`config.mk`:
```
export PLATFORM = sky130hd
export DESIGN_NAME = reg_mem_arbiter
export DESIGN_NICKNAME = d
export VERILOG_FILES = /design/src/rtl/reg_mem_arbiter.sv
export SDC_FILE = /design/constraint.sdc
export NUM_CORES = 1
export LEC_CHECK = 0
export ABC_AREA = 0
export CAP_MARGIN = 10
export CORE_UTILIZATION = 41
export CTS_CLUSTER_SIZE = 16
export DETAILED_ROUTE_END_ITERATION = 16
export HOLD_SLACK_MARGIN = 0.15
export PLACE_DENSITY = 0.8
export SYNTH_ARGS = -nofsm -noshare
export SYNTH_HDL_FRONTEND = slang
export SYNTH_SLANG_ARGS = --single-unit
```
`constraint.sdc`:
```
create_clock -name clk -period 1.7 [get_ports clk]
set_clock_uncertainty 0.15 [all_clocks]
set_input_delay 0.34 -clock clk [delete_from_list [all_inputs] [get_ports clk]]
set_output_delay 0.34 -clock clk [all_outputs]
set_load 0.005 [all_outputs]
```
`src/rtl/reg_mem_arbiter.sv`:
```
// reg_mem_arbiter: two-requester round-robin sequencer in front of the
// single-port reg_mem. Each accepted request spends one cycle in ISSUE,
// where reg_mem performs the access on the closing edge, and one cycle in
// RESP, where the registered memory output is captured for the owner.
// All outputs come straight from flops.
module reg_mem_arbiter #(
    parameter int DATA_WIDTH = 8,
    parameter int ADDR_BITS  = 5
) (
    input  logic                  clk,
    input  logic                  rst_n,
    // requester A (fetch side)
    input  logic                  a_req,
    input  logic                  a_we,
    input  logic [ADDR_BITS-1:0]  a_addr,
    input  logic [DATA_WIDTH-1:0] a_wdata,
    output logic                  a_gnt,
    output logic                  a_done,
    output logic [DATA_WIDTH-1:0] a_rdata,
    // requester B (load/store side)
    input  logic                  b_req,
    input  logic                  b_we,
    input  logic [ADDR_BITS-1:0]  b_addr,
    input  logic [DATA_WIDTH-1:0] b_wdata,
    output logic                  b_gnt,
    output logic                  b_done,
    output logic [DATA_WIDTH-1:0] b_rdata,
    // reg_mem side
    output logic [ADDR_BITS-1:0]  mem_addr,
    output logic [DATA_WIDTH-1:0] mem_wdata,
    output logic                  mem_wen,
    input  logic [DATA_WIDTH-1:0] mem_rdata,
    output logic                  busy
);

    typedef enum logic [1:0] {
        IDLE  = 2'd0,
        ISSUE = 2'd1,
        RESP  = 2'd2
    } state_t;

    state_t                  state_r;
    logic                    last_grant_r;   // 1'b0 = A was granted last, 1'b1 = B
    logic                    owner_b_r;      // requester owning the access in flight
    logic                    we_r;           // latched direction, survives mem_wen drop in RESP
    logic                    a_gnt_r;
    logic                    b_gnt_r;
    logic                    a_done_r;
    logic                    b_done_r;
    logic [DATA_WIDTH-1:0]   a_rdata_r;
    logic [DATA_WIDTH-1:0]   b_rdata_r;
    logic [ADDR_BITS-1:0]    mem_addr_r;
    logic [DATA_WIDTH-1:0]   mem_wdata_r;
    logic                    mem_wen_r;
    logic                    busy_r;

    logic                    arb_valid_s;
    logic                    arb_b_s;
    logic                    grant_now_s;
    logic                    sel_we_s;
    logic [ADDR_BITS-1:0]    sel_addr_s;
    logic [DATA_WIDTH-1:0]   sel_wdata_s;

    // Round-robin pick: a lone requester wins; on a tie the port that was
    // not granted last wins, which gives strict alternation under contention.
    function automatic logic pick_b(input logic req_a, input logic req_b, input logic last_b);
        logic res;
        if (req_a && req_b) begin
            res = ~last_b;
        end else if (req_b) begin
            res = 1'b1;
        end else begin
            res = 1'b0;
        end
        return res;
    endfunction

    // Arbitration decision and winner's request fields for the next edge.
    always_comb begin
        arb_valid_s = a_req | b_req;
        arb_b_s     = pick_b(a_req, b_req, last_grant_r);
        if ((state_r == IDLE) || (state_r == RESP)) begin
            grant_now_s = arb_valid_s;
        end else begin
            grant_now_s = 1'b0;
        end
        if (arb_b_s) begin
            sel_we_s    = b_we;
            sel_addr_s  = b_addr;
            sel_wdata_s = b_wdata;
        end else begin
            sel_we_s    = a_we;
            sel_addr_s  = a_addr;
            sel_wdata_s = a_wdata;
        end
    end

    // Sequencer FSM with registered outputs; a grant in IDLE or RESP
    // overrides the default next state and starts a new ISSUE cycle.
    always_ff @(posedge clk or negedge rst_n) begin
        if (!rst_n) begin
            state_r      <= IDLE;
            last_grant_r <= 1'b1;
            owner_b_r    <= 1'b0;
            we_r         <= 1'b0;
            a_gnt_r      <= 1'b0;
            b_gnt_r      <= 1'b0;
            a_done_r     <= 1'b0;
            b_done_r     <= 1'b0;
            a_rdata_r    <= {DATA_WIDTH{1'b0}};
            b_rdata_r    <= {DATA_WIDTH{1'b0}};
            mem_addr_r   <= {ADDR_BITS{1'b0}};
            mem_wdata_r  <= {DATA_WIDTH{1'b0}};
            mem_wen_r    <= 1'b0;
            busy_r       <= 1'b0;
        end else begin
            a_gnt_r  <= 1'b0;
            b_gnt_r  <= 1'b0;
            a_done_r <= 1'b0;
            b_done_r <= 1'b0;
            case (state_r)
                IDLE: begin
                    state_r   <= IDLE;
                    busy_r    <= 1'b0;
                    mem_wen_r <= 1'b0;
                end
                ISSUE: begin
                    // reg_mem performs the access on this edge
                    state_r   <= RESP;
                    busy_r    <= 1'b1;
                    mem_wen_r <= 1'b0;
                end
                RESP: begin
                    // reg_mem data_out now holds the word read during ISSUE
                    state_r   <= IDLE;
                    busy_r    <= 1'b0;
                    mem_wen_r <= 1'b0;
                    if (owner_b_r) begin
                        b_done_r <= 1'b1;
                        if (!we_r) begin
                            b_rdata_r <= mem_rdata;
                        end else begin
                            b_rdata_r <= b_rdata_r;
                        end
                    end else begin
                        a_done_r <= 1'b1;
                        if (!we_r) begin
                            a_rdata_r <= mem_rdata;
                        end else begin
                            a_rdata_r <= a_rdata_r;
                        end
                    end
                end
                default: begin
                    state_r   <= IDLE;
                    busy_r    <= 1'b0;
                    mem_wen_r <= 1'b0;
                end
            endcase
            if (grant_now_s) begin
                state_r      <= ISSUE;
                busy_r       <= 1'b1;
                owner_b_r    <= arb_b_s;
                last_grant_r <= arb_b_s;
                we_r         <= sel_we_s;
                mem_addr_r   <= sel_addr_s;
                mem_wdata_r  <= sel_wdata_s;
                mem_wen_r    <= sel_we_s;
                a_gnt_r      <= ~arb_b_s;
                b_gnt_r      <= arb_b_s;
            end else begin
                last_grant_r <= last_grant_r;
            end
        end
    end

    assign a_gnt     = a_gnt_r;
    assign b_gnt     = b_gnt_r;
    assign a_done    = a_done_r;
    assign b_done    = b_done_r;
    assign a_rdata   = a_rdata_r;
    assign b_rdata   = b_rdata_r;
    assign mem_addr  = mem_addr_r;
    assign mem_wdata = mem_wdata_r;
    assign mem_wen   = mem_wen_r;
    assign busy      = busy_r;

endmodule
```
### Word-level counts from Yosys, hierarchy flattened

Index checks and enable logic that the tools add are counted.

* reduce and logical (&&, ||, !) cells: 5
* muxes and demuxes: 17
* eq/ne operators: 2
* bitwise operators: 5

Operator list (number)
* two-way mux 1 bit: 13
* two-way mux 8 bit: 1
* AND reduction 3 bit: 2
* two-way mux 5 bit: 1
* two-way mux 2 bit: 2
* inverter 1 bit: 4
* == test 2 x 1 -> 1 bit (second input constant): 1
* == test 2 bit (second input constant): 1
* zero test 2 bit: 1
* logical AND 1 bit: 1
* logical OR 1 bit: 1
* OR 1 bit: 1

* output and inout bits: 35
* bits in registers: 40
* input bits: 40
* logic and storage cells: 43

### Logic depth before layout (Yosys ltp)

* depth in word-level cells: 4
* mapped depth: 5
* depth with buffers taken out: 4

### Least setup slack after synthesis

OpenSTA, ideal clock, no wires.

* kind: register to register
* from: register state_r[0]
* to: register b_rdata_r[0] (netlist: b_rdata[0])
* path slack: 0.245 ns
* setup time: 0.125 ns
* clock period less this slack: 1.455 ns
* cell stages (with the launch flop): 5
* arrival time: 1.180 ns
* data required time: 1.425 ns
* buffers on the path: 1
* path through: dfrtp_1 and3b_2 nor2b_4 buf_6 mux2_4

* cells in the longest elaborated chain, start to end: 2

RTL lines
* start, declared: line 42 `state_t state_r;`
* start signal, assigned: line 102 `state_r <= IDLE;`
* start signal, assigned: line 123 `state_r <= IDLE;`
* start signal, assigned: line 129 `state_r <= RESP;`
* == test 2 bit: line 121 `case (state_r)`
* AND reduction 3 bit (no line)
* end signal, assigned: line 111 `b_rdata_r <= {DATA_WIDTH{1'b0}};`
* end signal, assigned: line 141 `b_rdata_r <= mem_rdata;`
* end signal, assigned: line 143 `b_rdata_r <= b_rdata_r;`
* end, declared: line 51 `logic [DATA_WIDTH-1:0] b_rdata_r;`

Every way passes these cells.
A chain may end at the register's enable or synchronous reset.

### Final worst setup path

* from: register mem_addr_r[4] (netlist: mem_addr[4])
* to: output port mem_addr[4]

RTL lines
* start, declared: line 52 `logic [ADDR_BITS-1:0] mem_addr_r;`
* start signal, assigned: line 112 `mem_addr_r <= {ADDR_BITS{1'b0}};`
* start signal, assigned: line 166 `mem_addr_r <= sel_addr_s;`
* end, declared: line 29 `output logic [ADDR_BITS-1:0] mem_addr,`

No word-level cell between the ends.

==> summary.txt <==
Status = finished, final reports clean
Max rail drop VDD = 0.651 mV
Largest net degree at the start of global routing = 29
Global-route wire length before repair = 5980 µm
Area Overhead vs Synth = 58.5%
Setup Viol. Count Final = 0
Clock sink count = 40
Reg2reg path depth = 4
Yosys cell types = 23
Die Wd = 65.0 µm
Cells along the critical path = clkdlybuf4s50_1
Dpl cells = 257
DP Worst Slack = -0.154 ns
Post-route cell area = 0.00258 mm²
Clk_lat worst skew = 0.29 ns
Std-Cell Core Area = 0.00374 mm²
Vias in the first global route = 1303
Final Non-Filler Cells = 267
Initial antenna violation count = 0
Hold Path Class = reg -> reg
Worst relative slew slack = 60.9%
Area after DPL = 0.00244 mm²
Gp weighted congestion = 0.715
Sw power = 849 µW
Leak = 1.16 nW
Top delay family on crit path = buffers and inverters
Clock network power share = 19.5%
Nets = 258
Aggregate routed wire length = 3640 µm
Synth area leaders = dfrtp_1 (60%), a21oi_1 (8.3%), mux2_4 (7.4%)
Synth warnings = 0
Clock Tree Root = clkbuf_8
Yosys top cell by area = dfrtp_1
MaxCap Viol Count = 0
HP Start = state_r[1]
Syn Nets = 176
Final setup margin = 0.0426 ns
Via count = 1308
Critical path buffers and inverters = 1
Seq/Total Area, Yosys = 61.5%
Crit path required time = 1.21 ns
Die Y-Extent = 65.0 µm
RSZ-0062 raised after global routing = no
Synth Cell Area = 0.00163 mm²
CTS tree = built
Cells after synthesis = 136
Max FO, Critical Path = 2
Clock transition at path regs = 0.07 ns
Crit path time final = 1.66 ns
Internal power consumption = 2.41 mW
Detail Route Antenna Nets = 0
Clock Path Buffers = 2
Critical path class = reg -> out
H-tree lvl count = 2
Pin slew with the least headroom to its limit = 0.586 ns
Slowest stage delay, CP = 0.51 ns
Slowest CP cell = clkdlybuf4s50_1
Num CTS Buffers = 5
Crit. End Element = primary output
Reg-to-reg endpoint = a_rdata[5]
Ant diodes = 0
Avg WL per Cell = 13.6 µm
Fmax = 603 MHz
Die ar. = 0.00423 mm²
Reg-to-reg slack, setup = 0.12 ns
CP startpoint kind = flop
Yosys reg bits = 40
Max-slew violations = 0
DR pass1 iterations = 4
Vias/cell = 4.90
Synthesized area per cell = 12.0 µm²
Sw Share = 26.0%
Port Buffers = 74
Row Count = 22
DR iter-0 viols = 27
DP HPWL = 2710 µm
GRT Overall Usage = 19.2%
Share of cells above drive strength 1 = 17.4%
Io pins = 75
Hold path depth = 1
Arrival @ worst endpoint = 1.17 ns
Overflow after GRT = 0
Starting Density = 43.5%
Core Util, Final = 69.0%
P per Cell Area = 1260 mW/mm²
Sequential power share = 43.9%
WHS Endpoint = state_r[1]
Yosys top cell area share = 59.9%
Worst R2R Start = state_r[0]
Period utilization = 97.5%
DRC = 0
Gate power share = 36.6%
Hold Vio Cnt, Final = 0
[worst max-delay path by stage]
stage / cells past startpoint / start / to
final: 1 / mem_addr[4] / mem_addr[4]
after floorplan: 4 / state_r[0] / b_rdata[0]
after detailed placement: 5 / b_req / mem_wen
after global routing: 1 / mem_addr[0] / mem_addr[0]
after global placement: 5 / a_req / we_r
after CTS: 1 / b_rdata[4] / b_rdata[4]
[kinds of logic (layout without fill, tap and decap cells)]
group,Yosys count,after routing,synth area share [%]
DFF,40,40,61.5
and+or+nand+nor,36,36,9.83
AOI/OAI and AO/OA,35,35,12.2
muxes,16,16,12.9
buffers and inverters,9,92,3.53
[Yosys cell counts]
cell type / instances
buf_2: 4
and3b_2: 1
nor3b_1: 1
a21oi_1: 27
a31oi_1: 1
a21o_1: 1
buf_4: 1
dfrtp_1: 39
dfstp_2: 1
nand2_1: 15
buf_6: 2
and2b_1: 1
inv_1: 2
nor2_1: 16
o21bai_2: 1
nor2b_4: 1
o21ai_0: 2
nand3_1: 1
a21bo_2: 1
mux2_4: 8
o211ai_1: 1
a21boi_2: 1
mux2_2: 8
[routing by layer]
layer,vias to the layer above,track usage (%),share of wire [%]
met2,76,31.8,46
li1,627,-,-
met4,0,5.71,1.1
met5,-,0,0
met3,5,7.92,10
met1,600,22.7,42
[registers in the layout (all words and copies together) (netlist names)]
| signal | count |
|---|---|
| a_done | 1 |
| a_gnt | 1 |
| a_rdata | 8 |
| b_done | 1 |
| b_gnt | 1 |
| b_rdata | 8 |
| busy | 1 |
| last_grant_r | 1 |
| mem_addr | 5 |
| mem_wdata | 8 |
| mem_wen | 1 |
| owner_b_r | 1 |
| state_r | 2 |
| we_r | 1 |
[metrics by stage]
stage,hold slack [ns],total power [mW],TNS [ns]
global route,0.331,3.47,0
CTS,0.324,3.31,0
floorplan,-0.106,1.88,0
finish,0.322,3.26,0
global placement,0.228,2.61,-0.177
detailed placement,0.229,2.66,-1.10
[repair_timing]
action / CTS / global route
endpoints found under the hold margin: 25 / 0
setup endpoints to repair: 0 / 8
setup buffers: 0 / 1
hold buffers: 1 / 0
gates resized for setup: 0 / 6
[placed cells by master, fill, tap and decap left out, drive strengths merged, types with 2 or more instances in the layout]
master         synthesis  layout
nor2                  16      16
o21ai                  2       2
nand2                 15      15
inv                    2       2
mux2                  16      16
dlymetal6s2s           0       6
clkbuf                 0       6
a21oi                 27      27
clkinv                 0       2
buf                    7       8
clkdlybuf4s50          0      67
dfrtp                 39      39
[power groups by stage]
stage          Clock, mW  Combinational [mW]  Sequential, mW
6_report           0.637                1.19            1.43
4_1_cts            0.658                1.21            1.44
3_3_place_gp           0                1.18            1.43
5_1_grt            0.704                1.30            1.47
2_1_floorplan          0               0.425            1.45
3_5_place_dp           0                1.20            1.45
[area by class of cell]
class	count	area [µm²]
well taps	48	60.1
fillers	279	1160
clock inverters	2	10.0
flip-flops and latches	40	1000
inverters	2	7.51
multi-input cells	87	569
clock buffers	6	82.6
repair buffers	82	851
(Power assumes the default switching activity.)
==> RTL edit 1: new RTL, same flow settings <==
Re-encode `state_t` (3 states) as one-hot, 3 bits wide.
--- a/src/rtl/reg_mem_arbiter.sv
+++ b/src/rtl/reg_mem_arbiter.sv
@@ -33,10 +33,10 @@
     output logic                  busy
 );
 
-    typedef enum logic [1:0] {
-        IDLE  = 2'd0,
-        ISSUE = 2'd1,
-        RESP  = 2'd2
+    typedef enum logic [2:0] {
+        IDLE  = 3'b001,
+        ISSUE = 3'b010,
+        RESP  = 3'b100
     } state_t;
 
     state_t                  state_r;
Formal check against the unedited RTL: same outputs for any inputs over 10 cycles, from zero or initial values and one cycle with rst_n low; not proved beyond that.
==> RTL edit 1 against the original RTL <==
  * Synthesized cell count decreased by 21%
  * Critical path depth rose by 4
  * Worst hold slack better by 27 ps
  * Synthesized area is 7.9% higher
  * Routed wire length fell by 1.8%
  * Setup slack worse by 30 ps
  * Power increased by 31%
  * Sequential cell count up 1
  * Final area rose by 6.6%
  * Highest routed layer unchanged
==> RTL edit 1: results (changes against the original RTL) <==
drive_gt1_share_pct: 37.24  # +20 points
ys_top_cells_by_count: "dfrtp_1 (39), mux2_2 (36), mux2_4 (8), buf_6 (4)"
wl_per_cell_um: 14.53  # +6.6%
hold_path_end: "a_done"
gp_congestion: 0.6453  # -9.8%
synth_xor_area_share_pct: 0.4982  # +0.50 points
peakVddDrop_mv: 0.7226  # +11%
route.met2.wl_um: 1689  # +0.18%
initialDrtViolationCount: 44  # +63%
status: "finished, final reports clean"
dp.cells: 235  # -8.6%
p_clk_share_pct: 13.8  # -5.7 points
reg2reg_slack_ps: 10  # -110 ps
syn_nets: 147  # -16%
muxShareOfSynthArea_pct: 31.03  # +18 points
r2r_end: "mem_wdata[4]"
leakage_nw: 1.261  # +8.3%
hpwl_um: 2535  # -6.3%
seq_area_frac_synth_pct: 58.51  # -3.0 points
grtUsageTotal_pct: 17.71  # -1.5 points
crit_start: "state_r[0]"
cts.repair.resized: 5  # +5
synth_cell_type_count: 21  # -8.7%
maxPowerGroup: "combinational cells"
grt_max_degree: 42  # +45%
grt_pass1_vias: 1254  # -3.8%
post_dp_cell_area_um2: 2590  # +5.9%
route.met3.wl_um: 338  # -9.9%
critPathArrivalTime_ps: 1710  # +540 ps
r2r_cells: 5  # +1
[RTL edit 1: changes by cell type after synthesis, sizes merged, moves of 3 or more]
| cell | before | now |
|---|---|---|
| a21oi | 27 | 0 |
| mux2 | 16 | 44 |
| buf | 7 | 4 |
| nor2 | 16 | 2 |
| and2 | 0 | 3 |
| nand2 | 15 | 0 |
[RTL edit 1: worst max path at each step]
stage	endpoint	slack, ps	cells after the start
2_1_floorplan	mem_addr[3]	30	4
3_3_place_gp	mem_addr[4]	-330	5
3_5_place_dp	mem_wdata[5]	-360	5
4_1_cts	a_rdata[7]	30	4
5_1_grt	mem_wdata[4]	-30	5
6_report	mem_wdata[4]	10	5
[RTL edit 1: through the flow]
stage / power (mW) / hold slack, ps / worst slack (ps)
after floorplan: 2.530 / -105.6 / 34.90
after global placement: 3.511 / 273.2 / -326.9
after detailed placement: 3.577 / 285.3 / -359.0
after CTS: 4.213 / 344.8 / 31.45
after global routing: 4.587 / 380.0 / -30.01
final: 4.284 / 349.4 / 13.06
[RTL edit 1: routing by layer]
layer | global-route usage [%] | vias up
met5 | 0 | -
met4 | 6.383 | 0
met3 | 7.095 | 4
met2 | 28.22 | 68
met1 | 21.44 | 566
li1 | - | 549
[RTL edit 1: area by class of cell]
type | instances | area, um2
repair buffers | 86 | 888.4
fillers | 281 | 1304
multi-input cells | 60 | 688.2
well taps | 50 | 62.56
inverters | 1 | 3.754
clock inverters | 2 | 10.01
clock buffers | 6 | 72.57
flip-flops and latches | 41 | 1028
[RTL edit 1: worst max-delay path: stages, from the launching register on]
cell       delay (ps)
dfstp_2           580
xnor2_2            90
nor3_2            120
buf_4             160
clkbuf_16         150
mux2_2            330
==> RTL edit 2: new RTL, same flow settings <==
Without the edit above. `DATA_WIDTH`: 8 -> 9.
--- a/src/rtl/reg_mem_arbiter.sv
+++ b/src/rtl/reg_mem_arbiter.sv
@@ -4,7 +4,7 @@
 // RESP, where the registered memory output is captured for the owner.
 // All outputs come straight from flops.
 module reg_mem_arbiter #(
-    parameter int DATA_WIDTH = 8,
+    parameter int DATA_WIDTH = 9,
     parameter int ADDR_BITS  = 5
 ) (
     input  logic                  clk,
Ports: changed (6 resized); port bits go from 75 to 81. The function was not compared with the original's and may differ.
==> RTL edit 2 against the original RTL <==
  * Worst hold slack worse by 19 ps
  * Combinational power rose by 9%
  * Global-route usage is essentially flat
  * Sequential cell count up 3
  * Power up 8.3%
  * Routed wire length rose by 8.9%
  * Final area increased by 6.5%
  * Cell count up 6.4%
  * Synthesized area up 7.3%
  * Sequential share of layout area grew 0.35 points
  * Maximum frequency grew 0.65%
  * Setup slack better by 11 ps
  * Critical path type unchanged
  * Largest power group unchanged
==> RTL edit 2: results (changes against the original RTL) <==
status: "finished, final reports clean"
powerSeq_mw: 1.54  # +8%
relSlewSlack_pct: 76.69  # +16 points
holdCritStartpoint: "state_r[1]"
syn_nets: 188  # +6.8%
first_pass_iters: 4  # unchanged
p_int_mw: 2.636  # +9.3%
final_nets: 276  # +7.0%
antenna_found_initial: 0  # unchanged
synth_xor_area_share_pct: 0  # unchanged
crit_path_end: "mem_wdata[7]"
finalWirelength_um: 3962  # +8.9%
wl_met1_um: 1715  # +12%
initialDrtViolationCount: 46  # +70%
route.met2.wl_um: 1822  # +8.1%
p_comb_share_pct: 37.0  # +0.4 points
yosysWarnings: 0  # unchanged
synthCells: 145  # +6.6%
p_switching_mw: 0.8949  # +5.4%
fillCellCount: 312  # +12%
cts-buffers-inserted: 5  # unchanged
muxShareOfSynthArea_pct: 13.53  # +0.63 points
antenna_left: 0  # unchanged
gp_congestion: 0.7253  # +1.4%
synth_compound_area_share_pct: 11.95  # -0.26 points
synthAdderAreaFrac_pct: 0  # unchanged
r2r_end: "b_rdata[1]"
synth_top_cells_by_area: "dfrtp_1 (60%), a21oi_1 (8.3%), mux2_4 (7.7%), nor2_1 (3.7%), nand2_1 (3.4%)"
synth_top_family_by_area: "multiplexers"
reg2reg_slack_ps: 130
hpwl_um: 2965  # +9.6%
grtUsageTotal_pct: 19.21  # +0.033 points
grtUsageMet3_pct: 7.939  # +0.017 points
root_buffer: "clkbuf_8"
seq_area_frac_synth_pct: 61.63  # +0.11 points
route.met3.wl_um: 397  # +5.9%
wl_per_cell_um: 13.95  # +2.4%
diodes: 0  # unchanged
hold_path_depth: 1  # unchanged
hp-class: "flip-flop to flip-flop"
leakage_nw: 1.204  # +3.5%
grt_max_degree: 25  # -14%
critPathArrivalTime_ps: 1160
vias: 1394  # +6.6%
crit_start: "mem_wdata[7]"
grt_pass1_wl_um: 6313  # +5.5%
numPortBuffers: 80  # +8.1%
drive_gt1_share_pct: 15.38  # -2.0 points
top_layer: "met4"
ys_top_cells_by_count: "dfrtp_1 (42), a21oi_1 (29), nor2_1 (17), nand2_1 (16), mux2_4 (9)"
crit_fanout: 2  # unchanged
grt_use_met2_pct: 29.75  # -2.0 points
slowest_stage: "clkdlybuf4s50_1"
grt_util_met1_pct: 23.03  # +0.37 points
peakVddDrop_mv: 0.5588  # -14%
synth_cell_type_count: 25  # +8.7%
RTL edit 2: metrics by stage:
stage / worst slack (ps) / area (um2) / hold slack (ps) / util [%] / TNS [ps]
2_1_floorplan: 233.6 / 1748 / -105.6 / - / 0
3_3_place_gp: -71.74 / 2636 / 184.1 / 64.97 / -114.6
3_5_place_dp: -131.1 / 2636 / 171.9 / 64.97 / -970.8
4_1_cts: 32.59 / 2746 / 305.2 / 67.68 / 0
5_1_grt: 2.250 / 2751 / 328.9 / 67.81 / 0
6_report: 53.29 / 2751 / 303.1 / 67.81 / 0
RTL edit 2: logic make-up after synthesis:
kind of cell    count (synthesis)
mux                            18
buf+inv                         9
simple gates                   38
compound gates                 37
flops                          43
RTL edit 2: layout make-up:
| class | count | area share (%) |
|---|---|---|
| clock buffer | 8 | 3.638 |
| tap | 50 | 2.274 |
| multi-input combinational | 93 | 22.37 |
| sequential | 43 | 39.15 |
| timing repair buffer | 88 | 32.29 |
| inverter | 2 | 0.2729 |
